--- config.mk ---
export PLATFORM = sky130hd
export DESIGN_NAME = seg7_scan_driver_flat
export DESIGN_NICKNAME = d
export VERILOG_FILES = /design/src/rtl/seg7_scan_driver_if.sv /design/src/rtl/seg7_scan_driver.sv /design/src/flat_wrapper.sv
export SDC_FILE = /design/constraint.sdc
export NUM_CORES = 1
export LEC_CHECK = 0
export CORE_ASPECT_RATIO = 0.9
export CORE_UTILIZATION = 30
export CTS_CLUSTER_SIZE = 20
export DETAILED_ROUTE_END_ITERATION = 6
export HOLD_SLACK_MARGIN = 0.12
export PLACE_DENSITY = 0.54
export SLEW_MARGIN = 20
export SYNTH_ARGS = -nofsm -noshare
export SYNTH_HDL_FRONTEND = slang
export SYNTH_SLANG_ARGS = --single-unit
--- constraint.sdc ---
create_clock -name clk_2 -period 2.95 [get_ports clk_2]
set_input_delay 0.885 -clock clk_2 [delete_from_list [all_inputs] [get_ports clk_2]]
set_output_delay 0.885 -clock clk_2 [all_outputs]
set_load 0.03 [all_outputs]
--- src/rtl/seg7_scan_driver_if.sv ---
// rtl/seg7_scan_driver_if.sv - Digit load/shift/blank controls and scan outputs of seg7_scan_driver.
// paf_mode is present only when SEG7_PAF_EN is defined.
interface seg7_scan_driver_if #(
  parameter int NDIGITS   = 4,
  parameter int CODE_BITS = 6
);
  localparam int IDX_W = $clog2(NDIGITS);

  logic                 wr_en;
  logic [IDX_W-1:0]     wr_addr;
  logic [CODE_BITS-1:0] wr_code;
  logic                 wr_dp;
  logic                 shift_en;
  logic                 blank;
`ifdef SEG7_PAF_EN
  logic                 paf_mode;
`endif
  logic [7:0]           SEG;
  logic [NDIGITS-1:0]   AN;
  logic [IDX_W-1:0]     scan_idx;

`ifdef SEG7_PAF_EN
  modport master (
    output wr_en, wr_addr, wr_code, wr_dp, shift_en, blank, paf_mode,
    input  SEG, AN, scan_idx
  );
  modport slave (
    input  wr_en, wr_addr, wr_code, wr_dp, shift_en, blank, paf_mode,
    output SEG, AN, scan_idx
  );
`else
  modport master (
    output wr_en, wr_addr, wr_code, wr_dp, shift_en, blank,
    input  SEG, AN, scan_idx
  );
  modport slave (
    input  wr_en, wr_addr, wr_code, wr_dp, shift_en, blank,
    output SEG, AN, scan_idx
  );
`endif
endinterface

--- src/rtl/seg7_scan_driver.sv ---
// rtl/seg7_scan_driver.sv - Time-multiplexed multi-digit 7-segment driver with digit register file.
// Define SEG7_PAF_EN to add the paf_mode input (P/F/A glyph remap).
module seg7_scan_driver #(
  parameter int NDIGITS   = 4,
  parameter int CODE_BITS = 6,
  parameter int SCAN_DIV  = 1000
) (
  input  logic              clk_2,
  input  logic              reset,
  seg7_scan_driver_if.slave bus
);
  localparam int IDX_W = $clog2(NDIGITS);
  localparam int PRE_W = $clog2(SCAN_DIV);
  localparam logic [IDX_W-1:0]     LAST_IDX   = IDX_W'(NDIGITS - 1);
  localparam logic [IDX_W:0]       NDIG_W     = (IDX_W + 1)'(NDIGITS);
  localparam logic [PRE_W-1:0]     LAST_PRE   = PRE_W'(SCAN_DIV - 1);
  localparam logic [CODE_BITS-1:0] BLANK_CODE = '1;
  localparam logic [NDIGITS-1:0]   AN_ONE     = NDIGITS'(1);

  // Each entry is {dp, code}.
  logic [CODE_BITS:0]   digit_q [NDIGITS];
  logic [PRE_W-1:0]     presc_q;
  logic [IDX_W-1:0]     scan_idx_q;
  logic [7:0]           seg_q;
  logic [NDIGITS-1:0]   an_q;
  logic [CODE_BITS:0]   cur_digit;
  logic                 addr_ok;
  logic                 paf;

`ifdef SEG7_PAF_EN
  assign paf = bus.paf_mode;
`else
  assign paf = 1'b0;
`endif

  function automatic logic [6:0] glyph(input logic [5:0] code, input logic paf_on);
    logic [6:0] g;
    g = 7'h40;
    if (paf_on) begin
      if (code <= 6'd3)       g = 7'h73;
      else if (code <= 6'd6)  g = 7'h71;
      else if (code <= 6'd9)  g = 7'h77;
      else if (code == 6'd63) g = 7'h00;
    end else begin
      case (code)
        6'd0:  g = 7'h3F;  6'd1:  g = 7'h06;  6'd2:  g = 7'h5B;  6'd3:  g = 7'h4F;
        6'd4:  g = 7'h66;  6'd5:  g = 7'h6D;  6'd6:  g = 7'h7D;  6'd7:  g = 7'h07;
        6'd8:  g = 7'h7F;  6'd9:  g = 7'h6F;  6'd10: g = 7'h77;  6'd11: g = 7'h7C;
        6'd12: g = 7'h39;  6'd13: g = 7'h5E;  6'd14: g = 7'h79;  6'd15: g = 7'h71;
        // Letter table: A b C c d E F g H h I i J L n O o P q r S t U u y degree
        6'd16: g = 7'h77;  6'd17: g = 7'h7C;  6'd18: g = 7'h39;  6'd19: g = 7'h58;
        6'd20: g = 7'h5E;  6'd21: g = 7'h79;  6'd22: g = 7'h71;  6'd23: g = 7'h6F;
        6'd24: g = 7'h76;  6'd25: g = 7'h74;  6'd26: g = 7'h06;  6'd27: g = 7'h04;
        6'd28: g = 7'h1E;  6'd29: g = 7'h38;  6'd30: g = 7'h54;  6'd31: g = 7'h3F;
        6'd32: g = 7'h5C;  6'd33: g = 7'h73;  6'd34: g = 7'h67;  6'd35: g = 7'h50;
        6'd36: g = 7'h6D;  6'd37: g = 7'h78;  6'd38: g = 7'h3E;  6'd39: g = 7'h1C;
        6'd40: g = 7'h6E;  6'd41: g = 7'h63;  6'd63: g = 7'h00;
        default: g = 7'h40;
      endcase
    end
    return g;
  endfunction

  assign addr_ok   = {1'b0, bus.wr_addr} < NDIG_W;
  assign cur_digit = digit_q[scan_idx_q];

  // Shift has priority over a same-cycle random-access write.
  always_ff @(posedge clk_2 or posedge reset) begin
    if (reset) begin
      for (int i = 0; i < NDIGITS; i++) digit_q[i] <= {1'b0, BLANK_CODE};
    end else if (bus.shift_en) begin
      for (int i = NDIGITS - 1; i > 0; i--) digit_q[i] <= digit_q[i-1];
      digit_q[0] <= {bus.wr_dp, bus.wr_code};
    end else if (bus.wr_en && addr_ok) begin
      digit_q[bus.wr_addr] <= {bus.wr_dp, bus.wr_code};
    end
  end

  always_ff @(posedge clk_2 or posedge reset) begin
    if (reset) begin
      presc_q    <= '0;
      scan_idx_q <= '0;
      seg_q      <= 8'h00;
      an_q       <= '0;
    end else begin
      if (presc_q == LAST_PRE) begin
        presc_q    <= '0;
        scan_idx_q <= (scan_idx_q == LAST_IDX) ? '0 : scan_idx_q + 1'b1;
      end else begin
        presc_q <= presc_q + 1'b1;
      end
      // Blank only gates the output register; scanning keeps running underneath.
      if (bus.blank) begin
        seg_q <= 8'h00;
        an_q  <= '0;
      end else begin
        an_q  <= AN_ONE << scan_idx_q;
        seg_q <= {cur_digit[CODE_BITS], glyph(cur_digit[CODE_BITS-1:0], paf)};
      end
    end
  end

  assign bus.SEG      = seg_q;
  assign bus.AN       = an_q;
  assign bus.scan_idx = scan_idx_q;
endmodule

--- src/flat_wrapper.sv ---
// flat-port wrapper written by rule: the top's interface ports become plain ports
module seg7_scan_driver_flat 
#(
  parameter int NDIGITS   = 4,
  parameter int CODE_BITS = 6,
  parameter int SCAN_DIV  = 1000
)
  (clk_2, reset, bus_wr_en, bus_wr_addr, bus_wr_code, bus_wr_dp, bus_shift_en, bus_blank, bus_SEG, bus_AN, bus_scan_idx);
  seg7_scan_driver_if #(.NDIGITS(NDIGITS), .CODE_BITS(CODE_BITS)) bus_i ();
  input  logic clk_2;
  input  logic reset;
  input wire logic [$bits(bus_i.wr_en)-1:0] bus_wr_en;
  input wire logic [$bits(bus_i.wr_addr)-1:0] bus_wr_addr;
  input wire logic [$bits(bus_i.wr_code)-1:0] bus_wr_code;
  input wire logic [$bits(bus_i.wr_dp)-1:0] bus_wr_dp;
  input wire logic [$bits(bus_i.shift_en)-1:0] bus_shift_en;
  input wire logic [$bits(bus_i.blank)-1:0] bus_blank;
  output wire logic [$bits(bus_i.SEG)-1:0] bus_SEG;
  output wire logic [$bits(bus_i.AN)-1:0] bus_AN;
  output wire logic [$bits(bus_i.scan_idx)-1:0] bus_scan_idx;
  assign bus_i.wr_en = bus_wr_en;
  assign bus_i.wr_addr = bus_wr_addr;
  assign bus_i.wr_code = bus_wr_code;
  assign bus_i.wr_dp = bus_wr_dp;
  assign bus_i.shift_en = bus_shift_en;
  assign bus_i.blank = bus_blank;
  assign bus_SEG = bus_i.SEG;
  assign bus_AN = bus_i.AN;
  assign bus_scan_idx = bus_i.scan_idx;
  seg7_scan_driver #(.NDIGITS(NDIGITS), .CODE_BITS(CODE_BITS), .SCAN_DIV(SCAN_DIV)) u_core (.clk_2(clk_2), .reset(reset), .bus(bus_i));
endmodule
==> reports/qor.yml <==
num_antenna_cells: 0
cts_buffers: 5
rsz0062_at_grt: "no"
grt_max_degree: 43
swShare: 0.285
crit_required_ps: 2070
slowest_delay_ps: 680
finalHoldViolCount: 0
fmax_mhz: 375
synth_seq_cells: 52
maxSlewViolCount: 0
clock_latency_ps: 290
cts_tree: "yes"
timing.rr.end: "u_core.bus.SEG[0]"
postSynthAreaPerCell_um2: 10.3
clkTransAtPathRegs_ps: 70
r2r_cells: 7
cp_top_family: "buffers and inverters"
first_global_vias: 2295
final.period_utilization: 0.904
route.final.wire_length_mm: 6.94
crit_start: "u_core.bus.scan_idx[0]"
ff2ff_setup_slack_ps: 470
cts-root-buf: "clkbuf_16"
fin_setup_tns_ps: 0
worstSetupPathType: "flip-flop to output port"
synth_area_leaders: "dfrtp_1 23%, dfstp_2 20%, mux2i_1 8.4%"
grt_pass1_wl_mm: 11.9
status: "completed"
io_pins: 28
syn-instance-count: 301
p_clk_frac: 0.343
setup_viol: 0
drc: 0
hold_buffers: 0
fin_util: 0.375
end_kind: "output port"
routed_via_density: 5.21
rows: 34
worstPathCellList: "buf_4 > clkdlybuf4s50_1"
synthFlopType: "dfrtp_1"
postCtsSetupBuffers: 0
cts_resized: 0
ir_drop_mv: 0.244
die_x_um: 109
min_period_ps: 2670
cap_violations: 0
grt_overflow: 0
core_area_um2: 9870
power_frac_seq: 0.441
port_buffers: 27
die_area_um2: 10800
drive_gt1_frac: 0.192
gp_congestion: 0.886
max_slew_margin: 0.574
critPathMaxFanout: 7
start_kind: "flip-flop"
p_per_area_nw_per_um2: 530
leakagePower_nw: 1.55
path_buf_inv: 2
cp.arrival_ps: 1780
design_area_um2: 3700
fillers: 986
place_area_um2: 3530
vias: 2365
dp_hpwl_mm: 5.01
synth.distinct_cells: 47
postSynth.asyncResetShare: 1.00
gr-usage-all-layers: 0.142
synth-warning-count: 0
cts.sink_count: 52
crit_cells: 2
synth_edf_count: 0
cts_max_path_buffers: 2
cts_htree_levels: 2
crit_slowest_cell: "clkdlybuf4s50_1"
die_y_um: 98.5
worst_pin_slew_ps: 638
area_delta_synth_final_pct: 19.3
yosysTopAreaCell: "dfrtp_1"
intPower_mw: 1.40
nets: 354
antenna_found_initial: 0
synthDominantCellAreaShare: 0.226
ant_nets: 0
wl_per_cell_um: 15.3
hp-class: "flip-flop to flip-flop"
synth.yosys.seq_area_share: 0.429
first_iter_violations: 220
r2r-start: "u_core.bus.scan_idx[0]"
crit_end: "bus_scan_idx[0]"
drt-pass1-iter-count: 4
combPwrFrac: 0.216
synth.net_count: 328
mappedNetlistArea_um2: 3100
start_util: 0.314
p_sw_uw: 559
skew_ps: 4.63
[per-stage QoR]
step | hold WS, ps | worst slack [ps] | power, mW | instances
3_3_place_gp | 448 | 530 | 1.30 | 446
5_1_grt | 502 | 177 | 2.08 | 454
6_report | 472 | 283 | 1.96 | 454
4_1_cts | 473 | 241 | 1.99 | 454
3_5_place_dp | 463 | 491 | 1.30 | 446
2_1_floorplan | 433 | 495 | 1.16 | 301
[synthesized netlist by cell type, types with 2 or more instances]
cell	number
nand4_1	2
nand2_1	28
a221oi_1	2
dfrtp_1	28
o211ai_1	2
xnor2_1	7
ha_1	13
nor2b_1	7
o22ai_1	3
nand3_1	6
a21oi_1	13
nor3_1	2
and2_1	2
a311oi_1	2
dfstp_2	24
inv_1	12
nand2b_1	2
xor2_1	5
a31oi_1	3
nor3b_1	2
a21boi_0	2
o21ai_0	27
buf_2	4
mux4_2	8
mux2i_1	26
mux2_2	10
clkbuf_1	11
or2_1	2
a211oi_1	2
nand3b_1	3
o21ai_1	2
nor2_1	24
[flip-flops by register name (all words and copies together) (netlist names)]
name and cells:
u_core.digit_q 28, u_core.presc_q 10, u_core.bus.SEG 8, u_core.bus.AN 4
u_core.bus.scan_idx 2
[worst min-delay path by stage]
stage	startpoint	to	cells after the start	slack, ps
floorplan	u_core.presc_q[0]	u_core.presc_q[0]	1	430
global placement	u_core.presc_q[0]	u_core.presc_q[0]	1	450
detailed placement	u_core.presc_q[0]	u_core.presc_q[0]	1	460
CTS	u_core.presc_q[0]	u_core.presc_q[0]	1	470
global route	u_core.digit_q[7]	u_core.digit_q[0]	2	500
finish	u_core.presc_q[0]	u_core.presc_q[0]	1	470
[routing by layer]
metal | global-route usage | share of wire
met3 | 0.0258 | 0.050
met4 | 0.0451 | 0.014
met1 | 0.209 | 0.49
met2 | 0.209 | 0.44
met5 | 0 | 0
[kinds of logic after synthesis]
logic type / count (synthesis) / share of synthesized area
muxes: 44 / 0.178
AOI/OAI and AO/OA: 66 / 0.129
buffers and inverters: 28 / 0.0379
and+or+nand+nor: 86 / 0.140
DFF: 52 / 0.429
adders and majority gates: 13 / 0.0524
xor gates and xnor gates: 12 / 0.0339
[cell type report]
cell class	count	area [µm²]	area share
multi-input combinational	221	1650	0.447
sequential	52	1330	0.360
timing repair buffer	35	343	0.0926
tap	126	158	0.0426
clock buffer	5	125	0.0338
clock inverter	3	46.3	0.0125
inverter	12	45.0	0.0122
[power groups by stage]
| stage | Clock, mW | Combinational (mW) | Sequential [mW] |
|---|---|---|---|
| floorplan | 0 | 0.266 | 0.892 |
| CTS | 0.702 | 0.421 | 0.865 |
| detailed placement | 0 | 0.420 | 0.878 |
| global placement | 0 | 0.420 | 0.881 |
| global route | 0.732 | 0.468 | 0.876 |
| finish | 0.673 | 0.425 | 0.865 |
[placed cells by master, fill, tap and decap left out, types with 3 or more instances in the layout]
| cell | count |
|---|---|
| nand2_1 | 28 |
| dfrtp_1 | 28 |
| o21ai_0 | 27 |
| clkdlybuf4s50_1 | 27 |
| mux2i_1 | 26 |
| nor2_1 | 24 |
| dfstp_2 | 24 |
| a21oi_1 | 13 |
| ha_1 | 13 |
| inv_1 | 11 |
| mux2_2 | 10 |
| mux4_2 | 8 |
| nor2b_1 | 7 |
| xnor2_1 | 7 |
| buf_4 | 7 |
| nand3_1 | 6 |
| xor2_1 | 5 |
| clkbuf_16 | 5 |
| nand3b_1 | 3 |
| o22ai_1 | 3 |
| a31oi_1 | 3 |
No activity file was read; power rests on OpenSTA's default activity.
